--- src/rtl/mem_bus_arbiter.sv ---
// Purpose: shares one memory bus between instruction fetch and MEM-stage data, data first.
// Latency: bus_req_o rises one cycle after a request is seen in IDLE; results appear in RELEASE after ack.
// Backpressure: stallreq_o holds the pipeline until every owed access completes; bus waits on bus_ack_i.
//
// Ports:
//   clk, rst          clock (rising edge), asynchronous active-low reset
//   if_*              fetch request (level), address, returned instruction
//   mem_*             data request (level), we/sel/addr/wdata, returned read data
//   flush_i           pipeline flush; in-flight bus access completes but its result is dropped
//   stallreq_o        combinational stall request to ctrl
//   bus_*             registered single-master bus request, one-cycle ack strobe with read data
module mem_bus_arbiter #(
  parameter int AW = 32,
  parameter int DW = 32
) (
  input  logic          clk,
  input  logic          rst,
  input  logic          if_ce_i,
  input  logic [AW-1:0] if_addr_i,
  output logic [DW-1:0] if_data_o,
  input  logic          mem_ce_i,
  input  logic          mem_we_i,
  input  logic [3:0]    mem_sel_i,
  input  logic [AW-1:0] mem_addr_i,
  input  logic [DW-1:0] mem_data_i,
  output logic [DW-1:0] mem_data_o,
  input  logic          flush_i,
  output logic          stallreq_o,
  output logic          bus_req_o,
  output logic          bus_we_o,
  output logic [3:0]    bus_sel_o,
  output logic [AW-1:0] bus_addr_o,
  output logic [DW-1:0] bus_wdata_o,
  input  logic          bus_ack_i,
  input  logic [DW-1:0] bus_rdata_i
);

  localparam logic [1:0] S_IDLE    = 2'd0;
  localparam logic [1:0] S_D_BUSY  = 2'd1;
  localparam logic [1:0] S_I_BUSY  = 2'd2;
  localparam logic [1:0] S_RELEASE = 2'd3;

  logic [1:0]    state_q,     state_d;
  logic          if_pend_q,   if_pend_d;
  logic          abort_q,     abort_d;
  logic          bus_req_q,   bus_req_d;
  logic          bus_we_q,    bus_we_d;
  logic [3:0]    bus_sel_q,   bus_sel_d;
  logic [AW-1:0] bus_addr_q,  bus_addr_d;
  logic [DW-1:0] bus_wdata_q, bus_wdata_d;
  logic [DW-1:0] if_data_q,   if_data_d;
  logic [DW-1:0] mem_data_q,  mem_data_d;

  logic busy;
  logic abort_now;

  assign busy = (state_q == S_D_BUSY) || (state_q == S_I_BUSY);

  // A flush arriving in the very cycle of the ack must still discard the
  // result, so the registered abort is combined with the live flush.
  assign abort_now = abort_q | flush_i;

  always_comb begin
    state_d     = state_q;
    if_pend_d   = if_pend_q;
    abort_d     = abort_q;
    bus_req_d   = bus_req_q;
    bus_we_d    = bus_we_q;
    bus_sel_d   = bus_sel_q;
    bus_addr_d  = bus_addr_q;
    bus_wdata_d = bus_wdata_q;
    if_data_d   = if_data_q;
    mem_data_d  = mem_data_q;

    case (state_q)
      S_IDLE: begin
        abort_d   = 1'b0;
        if_pend_d = 1'b0;
        bus_req_d = 1'b0;
        // A flush in IDLE launches nothing; the redirected request is
        // picked up on a following cycle.
        if (!flush_i) begin
          if (mem_ce_i) begin
            bus_req_d   = 1'b1;
            bus_we_d    = mem_we_i;
            bus_sel_d   = mem_sel_i;
            bus_addr_d  = mem_addr_i;
            bus_wdata_d = mem_data_i;
            if_pend_d   = if_ce_i;
            state_d     = S_D_BUSY;
          end else if (if_ce_i) begin
            bus_req_d   = 1'b1;
            bus_we_d    = 1'b0;
            bus_sel_d   = 4'b1111;
            bus_addr_d  = if_addr_i;
            bus_wdata_d = '0;
            state_d     = S_I_BUSY;
          end
        end
      end

      S_D_BUSY, S_I_BUSY: begin
        bus_req_d = 1'b1;
        if (flush_i) begin
          abort_d   = 1'b1;
          if_pend_d = 1'b0;
        end
        if (bus_ack_i) begin
          if ((state_q == S_D_BUSY) && if_pend_q && !abort_now) begin
            // Chain straight into the owed fetch without an IDLE cycle.
            if (!bus_we_q) begin
              mem_data_d = bus_rdata_i;
            end
            if_pend_d   = 1'b0;
            bus_we_d    = 1'b0;
            bus_sel_d   = 4'b1111;
            bus_addr_d  = if_addr_i;
            bus_wdata_d = '0;
            state_d     = S_I_BUSY;
          end else begin
            bus_req_d = 1'b0;
            if (abort_now) begin
              abort_d   = 1'b0;
              if_pend_d = 1'b0;
              state_d   = S_IDLE;
            end else begin
              if (state_q == S_I_BUSY) begin
                if_data_d = bus_rdata_i;
              end else if (!bus_we_q) begin
                mem_data_d = bus_rdata_i;
              end
              state_d = S_RELEASE;
            end
          end
        end
      end

      S_RELEASE: begin
        // The pipeline advances this cycle; requests still visible here are
        // the ones just served, so nothing is launched.
        bus_req_d = 1'b0;
        abort_d   = 1'b0;
        state_d   = S_IDLE;
      end

      default: begin
        bus_req_d = 1'b0;
        abort_d   = 1'b0;
        if_pend_d = 1'b0;
        state_d   = S_IDLE;
      end
    endcase
  end

  always_ff @(posedge clk or negedge rst) begin
    if (!rst) begin
      state_q     <= S_IDLE;
      if_pend_q   <= 1'b0;
      abort_q     <= 1'b0;
      bus_req_q   <= 1'b0;
      bus_we_q    <= 1'b0;
      bus_sel_q   <= 4'b0000;
      bus_addr_q  <= '0;
      bus_wdata_q <= '0;
      if_data_q   <= '0;
      mem_data_q  <= '0;
    end else begin
      state_q     <= state_d;
      if_pend_q   <= if_pend_d;
      abort_q     <= abort_d;
      bus_req_q   <= bus_req_d;
      bus_we_q    <= bus_we_d;
      bus_sel_q   <= bus_sel_d;
      bus_addr_q  <= bus_addr_d;
      bus_wdata_q <= bus_wdata_d;
      if_data_q   <= if_data_d;
      mem_data_q  <= mem_data_d;
    end
  end

  // Gated by rst so ctrl sees no stall while the block is held in reset,
  // even though the pipeline may still present requests.
  assign stallreq_o = rst
                    & (if_ce_i | mem_ce_i | busy)
                    & (state_q != S_RELEASE)
                    & ~((state_q == S_IDLE) & flush_i);

  assign bus_req_o   = bus_req_q;
  assign bus_we_o    = bus_we_q;
  assign bus_sel_o   = bus_sel_q;
  assign bus_addr_o  = bus_addr_q;
  assign bus_wdata_o = bus_wdata_q;
  assign if_data_o   = if_data_q;
  assign mem_data_o  = mem_data_q;

endmodule

--- config.mk ---
export PLATFORM = sky130hd
export DESIGN_NAME = mem_bus_arbiter
export DESIGN_NICKNAME = d
export VERILOG_FILES = /design/src/rtl/mem_bus_arbiter.sv
export SDC_FILE = /design/constraint.sdc
export NUM_CORES = 1
export LEC_CHECK = 0
export CAP_MARGIN = 5
export CORE_ASPECT_RATIO = 2
export CORE_UTILIZATION = 44
export DETAILED_ROUTE_END_ITERATION = 10
export MAX_ROUTING_LAYER = met4
export PLACE_DENSITY_LB_ADDON = 0.25
export SLEW_MARGIN = 20
export SYNTH_ARGS = -nofsm -noshare
export SYNTH_HDL_FRONTEND = slang
export SYNTH_SLANG_ARGS = --single-unit
--- constraint.sdc ---
create_clock -name clk -period 3.1 [get_ports clk]
set_input_delay 0.62 -clock clk [delete_from_list [all_inputs] [get_ports clk]]
set_output_delay 0.62 -clock clk [all_outputs]
set_load 0.01 [all_outputs]
# --- After elaboration in Yosys (flattened, before gate mapping) ---
# Index checks and enable logic that the tools add are counted.
# Widths: inputs -> output; s select.
word_totals:
  ff_bits: 138
  input_bits: 139
  out_inout_bits: 135
  word_cells: 95
op_classes:
  eq_ne: 10
  muxes: 53
  bitwise: 10
  reduce_logical: 12
op_table:
  columns: ["operator", "n"]
  rows:
  - ["$mux 32", 14]
  - ["$pmux 32 s2", 2]
  - ["$mux 1", 20]
  - ["$mux 4", 5]
  - ["$mux 2", 6]
  - ["$reduce_and 5->1", 2]
  - ["$ne 2x2->1 const B", 4]
  - ["$pmux 4 s2", 1]
  - ["$pmux 1 s2", 3]
  - ["$pmux 2 s3", 1]
  - ["$and 1x1->1", 4]
  - ["$eq 2x2->1 const B", 2]
  - ["$ne 2x1->1 const B", 2]
  - ["$reduce_and 4->1", 1]
  - ["$reduce_or 2->1", 2]
  - ["$ne 3x3->1 const B", 1]
  - ["$not 1->1", 3]
  - ["$or 1x1->1", 3]
  - ["$pmux 1 s3", 1]
  - ["$reduce_and 3->1", 1]
  - ["$eq 2x1->1 const B", 1]
  - ["$logic_and 1x1->1", 2]
  - ["$logic_not 2->1", 1]
  - ["$reduce_bool 2->1", 1]
  - ["other kinds (2)", 2]

# --- Depth between registers and ports, before layout ---
depth:
  word_depth: 6
  mapped_depth: 9

# --- Worst setup path after synthesis ---
# OpenSTA, ideal clock, no wires.
synth_timing:
  kind: "register -> output"
  start: "register state_q[1]"
  end: "output port stallreq_o"
  arrival_time_ns: 1.428
  required_time_ns: 2.480
  setup_slack_ns: 1.052
  path_stages_with_launch: 6
  n_path_buf: 1
  path_cell_list: "dfrtp_1 -> inv_1 -> ha_1 -> buf_2 -> nor3_1 -> nor4bb_1"
synth_via:
  elab_chain_len: 6
  word_cells_on_any_way: 11
  cone_classes: "eq/ne (3); bitwise (6); reduce/logical (2)"
synth_lines:
  columns: ["item", "line", "text"]
  rows:
  - ["start: declaration", "43", "logic [1:0] state_q, state_d;"]
  - ["start signal: assignment", "168", "state_q <= state_d;"]
  - ["$eq 2x1->1 or $eq 2x2->1 (tied branches)", "57", "assign busy = (state_q == S_D_BUSY) || (state_q == S_I_BUSY);"]
  - ["$logic_or 1x1->1", "57", null]
  - ["$or 1x1->1", "184", "& (if_ce_i | mem_ce_i | busy)"]
  - ["$and 1x1->1", "184", null]
  - ["$and 1x1->1", "185", "& (state_q != S_RELEASE)"]
  - ["$and 1x1->1 *", "186", "& ~((state_q == S_IDLE) & flush_i);"]
  - ["end: declaration", "28", "output logic stallreq_o,"]
# Every way passes the cells marked *; elsewhere a longest branch is shown, timed or not.

# --- Worst setup path after layout ---
# Same ends and word-level chain as after synthesis.

==> reports/summary.txt <==
Iteration-0 DRC Markers = 160
Post-synthesis cell type count = 32
CP max FO = 10
Slew at the pin with the worst max-slew slack = 0.792 ns
Arr. time, crit path = 2.30 ns
Number of slew-limit violations in the final report = 0
Fraction of power consumed by combinational cells = 45.6%
Clock tree from TritonCTS = yes
Critical path launch point type = flip-flop
Standard cell core area = 0.0125 sq mm
Highest Clock Rate = 0.342 GHz
Share of synthesized area occupied by flip-flops and latches = 61.6%
Post-Syn Instances = 410
Setup repair after global routing missed its margin = no
Post-route setup slack = 0.177 ns
Count of hold-fix buffers inserted at cts = 0
Setup total negative slack = 0 ns
Internal = 6.45 mW
Worst EP required = 2.48 ns
Total length of routed wires = 16.2 mm
Number of global-route vias before repair = 4,895
Clock input transition at the sequential cells of the worst setup and hold paths = 0.06 ns
Synth Register Bits = 138
Via count = 4,527
Start point of the critical path = state_q[1]
Routed via count divided by cell count = 5.33
Most used flip-flop cell after synthesis = dfrtp_1
Clk root buf = clkbuf_16
Total power per unit cell area = 1050 mW/mm^2
Final layout net count = 832
Num CTS Buffers = 17
Share of async-settable or async-resettable flops after synthesis = 100%
Portion of total power attributed to the clock network = 22.0%
TritonRoute pass-1 iters = 4
Number of port buffers = 273
Total track usage = 25.9%
Antenna Violating Nets Remaining = 0
Standby leakage power = 3.93 nW
I/O pins = 274
Setup Skew = 0.0149 ns
Portion of synthesized cell area occupied by the leading cell type = 61.6%
Layout cell share with drive strength beyond 1 = 15.5%
Cell with the most instances after synthesis = dfrtp_1
Per-cell routed wire length = 19.0 um
Sequential fraction of design power = 32.4%
Width of the die = 81.8 um
Clock sink count = 138
Number of flops mapped to enable cells by yosys = 0
Number of antenna violations at the first check in global routing = 1
Final worst path period share = 94.3%
Number of fill cells = 881
Psw = 3.21 mW
Biggest area contributors in the synthesized netlist = dfrtp_1 (62%), mux2_2 (11%), o21ai_0 (6.1%)
Final hold violations = 0
Largest net degree at the start of global routing = 80
R2R Path Start = state_q[0]
Yosys warning total = 0
Net count of the mapped netlist = 556
Bufs on Longest Clock Path = 2
Total of endpoints with negative setup slack in the final report = 0
Total grt overflow = 0
Setup crit end kind = output pin
Leading cell types by count after synthesis = dfrtp_1 (138), o21ai_0 (68), mux2_2 (56), a22o_1 (33), mux2i_1 (33)
Number of core rows = 58
Slack of the worst reg-to-reg path = 0.60 ns
Switch share = 33.2%
Library cell with the largest summed area after synthesis = dfrtp_1
Max-cap check violation count = 0
CTS H-Tree Depth = 4
Clk_lat worst skew = 0.41 ns
Number of cells on the worst reg-to-reg path = 7
Worst slew slack as a fraction of its limit = 47.2%
Starting density of the core = 44.9%
End of the worst register-to-register path = bus_addr_o[7]
Last weighted congestion value of the routability-driven placer = 0.872
Floorplan die area = 0.0132 sq mm
Post-place setup slack = 0.191 ns
First-pass GRT wire length = 24.7 mm
Maximum vdd ir drop = 0.000679 V
Outcome = completed
Startpoint-to-endpoint class of the critical path = reg -> out
Post-CTS setup repair buffer count = 0
Hold WC Path Type = in -> async
Average size of a mapped cell = 13.7 sq um
Final worst path period need = 2.92 ns
Post-DP HPWL = 11.8 mm
Area growth from synthesis to layout = 64.0%
Die Height = 162 um
DRC violation count after routing = 0
Mapped cell area = 0.00561 sq mm
==> worst max-delay path by stage <==
stage                           to  cells past startpoint
CTS                     stallreq_o                      5
global route            stallreq_o                      5
finish                  stallreq_o                      5
detailed placement  bus_addr_o[27]                      7
global placement        stallreq_o                      4
floorplan               stallreq_o                      5
==> cells by family after synthesis <==
kind of cell / synth area share, %
AOI/OAI and AO/OA: 12.8
adders and majority gates: 1.56
buffers and inverters: 2.83
DFF: 61.6
muxes: 18.7
and+or+nand+nor: 2.54
==> cell type report <==
class / count / area, sq um / share of cell area (%)
multi-input combinational: 241 / 2050 / 22.2
sequential: 138 / 3450 / 37.5
inverter: 4 / 15.0 / 0.163
tap: 150 / 188 / 2.04
antenna: 1 / 2.50 / 0.0272
clock inverter: 14 / 184 / 2.00
clock buffer: 18 / 439 / 4.77
timing repair buffer: 284 / 2870 / 31.2
==> metrics by stage <==
stage / hold WS [ns] / cell area, sq um / cells / power, mW / utilization (%)
CTS: 0.391 / 9160 / 848 / 9.70 / 73.4
detailed placement: 0.487 / 8540 / 816 / 7.53 / 68.4
finish: 0.360 / 9200 / 850 / 9.66 / 73.7
global placement: 0.476 / 8540 / 816 / 7.34 / 68.4
floorplan: 0.324 / 5610 / 410 / 5.09 / -
global route: 0.422 / 9200 / 850 / 10.2 / 73.7
==> flip-flops by register name (all words and copies together), names as in the netlist <==
register / flops
if_data_o: 32
bus_req_o: 1
if_pend_q: 1
bus_we_o: 1
state_q: 2
bus_wdata_o: 32
abort_q: 1
bus_addr_o: 32
mem_data_o: 32
bus_sel_o: 4
==> worst max-delay path, cell delays in order (launching register included) <==
cell             delay, ns
dfrtp_1               0.43
inv_1                 0.13
ha_4                  0.37
nor3_1                0.07
nor4bb_1              0.29
clkdlybuf4s50_1       0.61
==> routing by layer <==
metal	up-vias	share of wire (%)	global-route usage, %	routed length [um]
met5	-	0	-	0
met4	0	4.4	14.2	714
met3	48	5.2	5.22	846
met2	192	56	44.8	9070
met1	2240	34	26.3	5550
li1	2047	-	-	-
==> power groups by stage <==
stage | Sequential [mW] | Clock (mW) | Combinational, mW
6_report | 3.13 | 2.12 | 4.41
4_1_cts | 3.14 | 2.15 | 4.41
3_5_place_dp | 3.15 | 0 | 4.39
3_3_place_gp | 3.10 | 0 | 4.24
5_1_grt | 3.23 | 2.23 | 4.73
2_1_floorplan | 3.48 | 0 | 1.60
==> timing repair <==
| item | 4_1_cts | 5_1_grt |
|---|---|---|
| endpoints found under the setup margin | 1 | 1 |
| resized for setup | 1 | 1 |
| cloned | 0 | 0 |
==> cell usage in the layout, fill, tap and decap left out, types with 2 or more instances in the layout <==
master	netlist	layout
a21oi_1	2	2
clkdlybuf4s50_1	0	272
mux2_1	8	8
ha_1	7	6
dfrtp_1	138	138
o22a_1	4	4
clkbuf_16	0	17
nand2_1	6	6
buf_4	1	7
buf_12	0	3
inv_1	4	4
clkinv_4	0	2
mux2_2	56	56
nor2_1	6	6
bufinv_16	0	3
clkinvlp_4	0	4
inv_6	0	4
o21ai_0	68	68
mux2i_1	33	33
a22o_1	33	33
No activity file was read; power rests on OpenSTA's default activity.
